[config.mk]
export PLATFORM = sky130hd
export DESIGN_NAME = uart_rx
export DESIGN_NICKNAME = d
export VERILOG_FILES = /design/src/rtl/uart_rx.sv
export SDC_FILE = /design/constraint.sdc
export NUM_CORES = 1
export LEC_CHECK = 0
export BUFFER_PORTS_ARGS = -buffer_cell sky130_fd_sc_hd__buf_2
export CORE_ASPECT_RATIO = 1.1
export CORE_MARGIN = 4
export CORE_UTILIZATION = 55
export CTS_BUF_LIST = sky130_fd_sc_hd__clkbuf_4 sky130_fd_sc_hd__clkbuf_8
export CTS_CLUSTER_DIAMETER = 60
export DETAILED_ROUTE_END_ITERATION = 10
export MAX_ROUTING_LAYER = met4
export PLACE_DENSITY = 0.87
export SLEW_MARGIN = 20
export SYNTH_ARGS = -nofsm -noshare
export SYNTH_HDL_FRONTEND = slang
export SYNTH_SLANG_ARGS = --single-unit
[constraint.sdc]
create_clock -name clk -period 2.13 [get_ports clk]
set_clock_uncertainty 0.05 [all_clocks]
set_input_delay 0.1065 -clock clk [delete_from_list [all_inputs] [get_ports clk]]
set_output_delay 0.1065 -clock clk [all_outputs]
set_load 0.005 [all_outputs]
[src/rtl/uart_rx.sv]
// uart_rx: 8N1 UART receiver with a 2-flop input synchroniser and centre sampling.
// Optional UART_RX_MAJORITY_EN: 2-of-3 majority vote of rx_s at terminal count -2/-1/0.
module uart_rx #(
  parameter int unsigned BAUD_TICKS = 434
) (
  input  logic       clk,
  input  logic       rst_n,
  input  logic       rx_in,
  output logic [7:0] rx_data,
  output logic       rx_valid,
  output logic       rx_frame_err,
  output logic       rx_busy
);

  localparam logic [15:0] BAUD_TC = 16'(BAUD_TICKS - 1);
  localparam logic [15:0] HALF_TC = 16'((BAUD_TICKS / 2) - 1);

  typedef enum logic [2:0] {
    IDLE,
    START,
    DATA,
    STOP,
    WAIT_IDLE
  } state_e;

  state_e      state_q, state_d;
  logic [1:0]  sync_q;
  logic        rx_s;
  logic        rx_s_d_q;
  logic [15:0] baud_q, baud_d;
  logic [2:0]  bit_q, bit_d;
  logic [7:0]  shift_q, shift_d;
  logic [7:0]  data_q, data_d;
  logic        valid_q, valid_d;
  logic        err_q, err_d;
  logic        sample;

  assign rx_s = sync_q[1];

`ifdef UART_RX_MAJORITY_EN
  logic rx_s_dd_q;

  // rx_s_d_q and rx_s_dd_q hold rx_s from terminal count -1 and -2
  assign sample = (rx_s_dd_q & rx_s_d_q) | (rx_s_dd_q & rx_s) | (rx_s_d_q & rx_s);

  always_ff @(posedge clk or negedge rst_n) begin
    if (!rst_n) begin
      rx_s_dd_q <= 1'b1;
    end else begin
      rx_s_dd_q <= rx_s_d_q;
    end
  end
`else
  assign sample = rx_s;
`endif

  always_ff @(posedge clk or negedge rst_n) begin
    if (!rst_n) begin
      sync_q   <= '1;
      rx_s_d_q <= 1'b1;
    end else begin
      sync_q   <= {sync_q[0], rx_in};
      rx_s_d_q <= rx_s;
    end
  end

  always_ff @(posedge clk or negedge rst_n) begin
    if (!rst_n) begin
      state_q <= IDLE;
      baud_q  <= '0;
      bit_q   <= '0;
      shift_q <= '0;
      data_q  <= '0;
      valid_q <= 1'b0;
      err_q   <= 1'b0;
    end else begin
      state_q <= state_d;
      baud_q  <= baud_d;
      bit_q   <= bit_d;
      shift_q <= shift_d;
      data_q  <= data_d;
      valid_q <= valid_d;
      err_q   <= err_d;
    end
  end

  always_comb begin
    state_d = state_q;
    baud_d  = baud_q;
    bit_d   = bit_q;
    shift_d = shift_q;
    data_d  = data_q;
    valid_d = 1'b0;
    err_d   = 1'b0;
    case (state_q)
      IDLE: begin
        if (rx_s_d_q && !rx_s) begin
          state_d = START;
          baud_d  = '0;
        end
      end
      START: begin
        if (baud_q == HALF_TC) begin
          if (sample) begin
            state_d = IDLE;
          end else begin
            state_d = DATA;
            baud_d  = '0;
            bit_d   = '0;
          end
        end else begin
          baud_d = baud_q + 16'd1;
        end
      end
      DATA: begin
        if (baud_q == BAUD_TC) begin
          shift_d = {sample, shift_q[7:1]};
          baud_d  = '0;
          bit_d   = bit_q + 3'd1;
          if (bit_q == 3'd7) begin
            state_d = STOP;
          end
        end else begin
          baud_d = baud_q + 16'd1;
        end
      end
      STOP: begin
        if (baud_q == BAUD_TC) begin
          baud_d = '0;
          // leave at the stop-bit centre so a following start edge is not missed
          if (sample) begin
            data_d  = shift_q;
            valid_d = 1'b1;
            state_d = IDLE;
          end else begin
            err_d   = 1'b1;
            state_d = WAIT_IDLE;
          end
        end else begin
          baud_d = baud_q + 16'd1;
        end
      end
      WAIT_IDLE: begin
        if (rx_s) begin
          state_d = IDLE;
        end
      end
      default: begin
        state_d = IDLE;
      end
    endcase
  end

  assign rx_data      = data_q;
  assign rx_valid     = valid_q;
  assign rx_frame_err = err_q;
  assign rx_busy      = (state_q != IDLE);

endmodule
==> flow_metrics.env, run 1 <==
export IMPL_core_area_um2=3440
export IMPL_ff_latch_area_um2=1080
export IMPL_drv_cap=0
export IMPL_vias_per_cell=5.57
export IMPL_routed_wl_mm=3.97
export IMPL_dr_pass1_iters=4
export IMPL_cts_sinks=43
export IMPL_max_stage_delay_ns=0.40
export IMPL_grt_max_degree=44
export IMPL_syn_area_per_cell_um2=10.9
export IMPL_fp_dieW_um=66.0
export IMPL_rows=22
export IMPL_finalHoldViolCount=0
export IMPL_yosys_top_cells_area="dfrtp_1 49%, mux2_2 8.9%, dfstp_2 3.9%"
export IMPL_setup_ws_ns=0.00892
export IMPL_synth_top_area_share=0.492
export IMPL_multi_input_area_um2=982
export IMPL_postRouteAntennaNets=0
export IMPL_postSynthCellCount=186
export IMPL_cts_buffers=5
export IMPL_clkLatencyLatePin_ns=0.36
export IMPL_ys_types=37
export IMPL_synthMuxAreaShare=0.0885
export IMPL_final_common_cell="dfrtp_1"
export IMPL_cpMaxStageDelayCell="dfrtp_1"
export IMPL_grt_pass1_wl_mm=6.74
export IMPL_p_leak_nw=1.19
export IMPL_tightestPinTransition_ns=0.917
export IMPL_area_growth_pct=20.2
export IMPL_ir_drop_uv=400
export IMPL_synth_top_family_by_area="simple AND/OR/NAND/NOR gates"
export IMPL_die_area_um2=4740
export IMPL_status="completed"
export IMPL_layout_common_cells="40 x dfrtp_1, 18 x nor2_1, 18 x buf_4"
export IMPL_synth_compound_area_frac=0.0738
export IMPL_relSlewSlack=0.388
export IMPL_worstSetupPathType="reg -> reg"
export IMPL_synth_seq_cells=43
export IMPL_drc=0
export IMPL_timing_setup_tns_ns=0
export IMPL_drive_above_1_share=0.329
export IMPL_dp_hpwl_mm=2.81
export IMPL_gr_usage_all_layers=0.191
export IMPL_clockBufferDepth=2
export IMPL_setup_viol=0
export IMPL_critPathRequiredTime_ns=2.34
export IMPL_gp_congestion=0.872
export IMPL_synthSimpleGateAreaFrac=0.217
export IMPL_power_density_nw_per_um2=797
export IMPL_routedWlPerCell_um=14.7
export IMPL_layout_min_cycle_time_ns=2.12
export IMPL_min_delay_path_depth=0
export IMPL_cp_start_kind="register"
export IMPL_grt_pass1_vias=1418
export IMPL_portBuffers=13
export IMPL_path_cells="inv_2 > ha_1 > or3b_4 > nor4_4 > buf_6 > nand4_4 > mux2_4"
export IMPL_gr_total_overflow=0
export IMPL_syn_cell_area_um2=2040
export IMPL_rsz0062_at_grt="true"
export IMPL_synth_adder_area_share=0.0307
export IMPL_fillers=225
export IMPL_synth_xor_area_share=0.0387
export IMPL_finalMaxSlewViolations=0
export IMPL_yosys_warnings=0
export IMPL_dp_slack_ns=-0.113
export IMPL_vias=1505
export IMPL_die_h_um=71.8
export IMPL_initial_core_util=0.592
export IMPL_whs_ns=0.317
export IMPL_synth_largest_area_cell="dfrtp_1"
export IMPL_cp_arrival_ns=2.34
export IMPL_power_mw=1.95
export IMPL_final_nets=229
export IMPL_reg2reg_depth=7
export IMPL_seq_area_frac_synth=0.530
export IMPL_cts_tree="done"
export IMPL_syn_nets=194
export IMPL_root_buffer="clkbuf_4"
export IMPL_finalCritPeriodShare=0.996
export IMPL_diodes=0
export IMPL_cp_end_kind="register"
export IMPL_min_path_type="reg -> reg"
export IMPL_cp_max_fo=8
export IMPL_drt_iter0_markers=124
export IMPL_fmax_mhz=471
export IMPL_htreeDepth=2
export IMPL_io_pins=14
export IMPL_clk_pin_slew_worst_paths_ns=0.13
export IMPL_antenna_found_initial=0
-- registers in the layout, summed over array words and instances (netlist names) --
register and flops:
bit_q 3, state_q 3, rx_frame_err 1, shift_q 8, rx_data 8, rx_s_d_q 1, rx_valid 1, baud_q 16
sync_q 2
-- power breakdown --
part	switching, mW	total (mW)	internal (mW)
sequential	0.0652	0.938	0.873
clock	0.255	0.395	0.140
combinational	0.332	0.616	0.284
-- cells by family (layout without fill, tap and decap cells) --
kind of cell / count (synthesis) / in the layout
AO/OA/AOI/OAI: 25 / 25
XOR/XNOR: 9 / 9
adder cells (fa/ha/maj): 5 / 5
buffers and inverters: 11 / 47
flip-flops: 43 / 43
multiplexers: 16 / 16
AND/OR/NAND/NOR: 77 / 77
-- cell type report --
type	instances	area share
flip-flops and latches	43	0.441
multi-input cells	132	0.402
repair buffers	35	0.103
well taps	48	0.0246
clock buffers	6	0.0184
inverters	4	0.00614
clock inverters	2	0.00512
-- worst paths after layout --
path	endpoint	slack [ns]	start
worst max register to register	rx_data[1]	0.009	baud_q[1]
worst max-delay path	rx_data[1]	0.009	baud_q[1]
min in group asynchronous	shift_q[1]	0.35	rst_n
max in group asynchronous	baud_q[4]	1.09	rst_n
worst min-delay path	sync_q[1]	0.32	sync_q[0]
worst min register to register	sync_q[1]	0.32	sync_q[0]
-- cell usage after synthesis --
cell	n
nand3b_1	1
o21ai_0	7
nor3_4	1
or4bb_1	1
a21o_1	1
xor2_1	9
ha_1	5
nand2_2	1
mux2_2	16
nor3_1	3
clkbuf_1	6
or3_1	1
or3b_2	1
o41ai_1	1
o311a_1	1
and3_1	2
nor2_1	18
and4_1	2
nand2b_1	4
or4_1	2
dfrtp_1	40
o22ai_1	1
nand3_1	13
nand4_2	1
nor2b_1	2
nand2_1	9
nor4_1	2
a21oi_1	7
nand4_1	8
and2_1	4
buf_2	1
a31oi_1	5
nor4_4	1
inv_1	4
dfstp_2	3
a211oi_1	1
a41oi_1	1
-- per-stage QoR --
stage | instance area (um2) | std cells | util
detailed placement | 2290 | 255 | 0.665
global placement | 2290 | 255 | 0.665
finish | 2450 | 270 | 0.711
global route | 2450 | 270 | 0.711
floorplan | 2070 | 186 | -
CTS | 2390 | 267 | 0.695
-- critical path: cells and delay by family (launching register included) --
family	cells	cell delay, ns
buf+inv	2	0.23
mux	1	0.36
simple gates	3	0.87
fa+ha+maj	1	0.12
flops	1	0.40
-- timing repair --
item / CTS / global route
endpoints found under the hold margin: 41 / 0
resized for setup: 2 / 6
pin swaps: 0 / 2
buffers inserted: 2 / 3
hold buffers: 2 / 0
endpoints found under the setup margin: 16 / 33
-- per-layer routing --
layer	track usage	part of all wire	vias to the layer above
met2	0.295	0.50	35
met4	0.0880	0.024	0
met5	-	0	-
met3	0.0517	0.044	11
met1	0.234	0.44	716
li1	-	-	743
Note: power is estimated with default switching activity, not from simulation.
==> inputs of run 2 (changes only) <==
PLACE_DENSITY = 0.82   (was 0.87)
SLEW_MARGIN = unset   (was 20)
==> run 2 against run 1 <==
Compared with the run above: the flow now finishes with violations (setup timing); routed wire length is 6.5% higher; global-route usage is 1.1 points higher; first-iteration DRC count is 43% lower; clock power hardly changed; register-to-register slack worse by 0.03 ns; utilization is 0.073 points lower; via count is 5.8% higher.
==> flow_metrics.env, run 2 (synthesis gave the netlist of run 1 again) <==
export IMPL_layout_min_cycle_time_ns=2.16
export IMPL_layout_common_cells="40 x dfrtp_1, 18 x nor2_1, 17 x buf_4"
export IMPL_dp_hpwl_mm=2.85
export IMPL_vias_per_cell=5.92
export IMPL_clkLatencyLatePin_ns=0.35
export IMPL_core_area_um2=3440
export IMPL_max_stage_delay_ns=0.41
export IMPL_cp_end_kind="register"
export IMPL_setup_viol=3
export IMPL_dp_slack_ns=-0.113
export IMPL_fmax_mhz=464
export IMPL_drc=0
export IMPL_setup_ws_ns=-0.0260
export IMPL_drv_cap=0
export IMPL_path_cells="inv_2 > ha_4 > or3b_4 > nor4_4 > buf_6 > nand4_4 > mux2_4"
export IMPL_finalHoldViolCount=0
export IMPL_ir_drop_uv=695
export IMPL_drive_above_1_share=0.330
export IMPL_grt_max_degree=44
export IMPL_root_buffer="clkbuf_4"
export IMPL_htreeDepth=2
export IMPL_portBuffers=13
export IMPL_fp_dieW_um=66.0
export IMPL_postRouteAntennaNets=0
export IMPL_largest_register_ffs=16
export IMPL_cp_start_kind="register"
export IMPL_p_leak_nw=1.19
export IMPL_gr_usage_all_layers=0.202
export IMPL_gr_total_overflow=0
export IMPL_cts_tree="done"
export IMPL_routed_wl_mm=4.22
export IMPL_status="finished, violations left"
export IMPL_cpMaxStageDelayCell="dfrtp_1"
export IMPL_cp_max_fo=8
export IMPL_vias=1592
export IMPL_area_growth_pct=20.0
export IMPL_cts_sinks=43
export IMPL_initial_core_util=0.592
export IMPL_final_util=0.710
export IMPL_final_common_cell="dfrtp_1"
export IMPL_tightestPinTransition_ns=0.912
export IMPL_dp_cells=252
export IMPL_worstSetupPathType="reg -> reg"
export IMPL_critPathRequiredTime_ns=2.33
export IMPL_gp_congestion=0.904
export IMPL_diodes=0
export IMPL_grt_pass1_wl_mm=7.12
export IMPL_violations="setup timing"
export IMPL_antenna_found_initial=0
export IMPL_routedWlPerCell_um=15.7
export IMPL_cp_arrival_ns=2.36
export IMPL_clockBufferDepth=2
export IMPL_grt_pass1_vias=1590
export IMPL_die_h_um=71.8
export IMPL_final_nets=228
export IMPL_relSlewSlack=0.392
export IMPL_rows=22
export IMPL_die_area_um2=4740
export IMPL_cts_buffers=5
export IMPL_rsz0062_at_grt="true"
export IMPL_top_register="baud_q"
export IMPL_min_path_type="reg -> reg"
export IMPL_finalCritPeriodShare=1.01
export IMPL_fin_cells=269
export IMPL_fillers=240
export IMPL_power_density_nw_per_um2=811
export IMPL_drt_iter0_markers=71
export IMPL_dr_pass1_iters=4
export IMPL_io_pins=14
export IMPL_clk_pin_slew_worst_paths_ns=0.12
export IMPL_finalMaxSlewViolations=0
[run 2: cell types whose count changed in the layout (fill, tap and decap cells not counted)]
cell,delta
ha_4,+1
buf_4,-1
nor3_2,+1
a21oi_1,+1
buf_6,+1
a21oi_2,-1
buf_12,-1
nor3_1,-1
ha_1,-1
[run 2: critical path, delay by kind of cell (launching register included)]
kind / cells / cell delay (ns)
and+or+nand+nor: 3 / 0.85
DFF: 1 / 0.41
muxes: 1 / 0.36
buffers and inverters: 2 / 0.26
adders and majority gates: 1 / 0.11
[run 2: power by group]
part	switching [mW]	internal [mW]	leakage [nW]
clock	0.257	0.140	0.0317
sequential	0.0718	0.873	0.583
combinational	0.359	0.281	0.572
[run 2: layout make-up]
cell class	count	area (um2)	share of cell area
tap	48	60.1	0.0246
multi-input combinational	132	996	0.408
clock buffer	6	45.0	0.0184
sequential	43	1080	0.442
clock inverter	2	12.5	0.00512
timing repair buffer	34	235	0.0963
inverter	4	15.0	0.00614
[run 2: what timing repair did]
action,4_1_cts,5_1_grt
pin swaps,1,2
endpoints found under the hold margin,41,0
hold buffers,2,0
gates resized for setup,2,9
setup buffers,3,4
endpoints found under the setup margin,25,33
[run 2: metal layers]
metal / part of all wire / global-route usage
met4: 0.020 / 0.0971
met2: 0.52 / 0.324
met1: 0.40 / 0.249
met3: 0.066 / 0.0329
met5: 0 / -
[run 2: path summary, 6_finish.rpt]
path | from | endpoint | slack [ns] | cells after the start
max reg2reg | baud_q[1] | rx_data[2] | -0.03 | 7
min reg2reg | sync_q[0] | sync_q[1] | 0.31 | 0
min | sync_q[0] | sync_q[1] | 0.31 | 0
max in group asynchronous | rst_n | baud_q[6] | 1.11 | 2
max | baud_q[1] | rx_data[2] | -0.03 | 7
min in group asynchronous | rst_n | shift_q[1] | 0.36 | 2
[run 2: per-stage QoR]
| stage | setup TNS (ns) | hold WS (ns) | cell area (um2) | power (mW) |
|---|---|---|---|---|
| 2_1_floorplan | 0 | -0.239 | 2070 | 1.30 |
| 3_3_place_gp | -0.244 | 0.162 | 2250 | 1.41 |
| 3_5_place_dp | -0.870 | 0.166 | 2250 | 1.45 |
| 4_1_cts | 0 | 0.318 | 2360 | 1.88 |
| 5_1_grt | -1.12 | 0.323 | 2440 | 2.10 |
| 6_report | -0.0449 | 0.315 | 2440 | 1.98 |
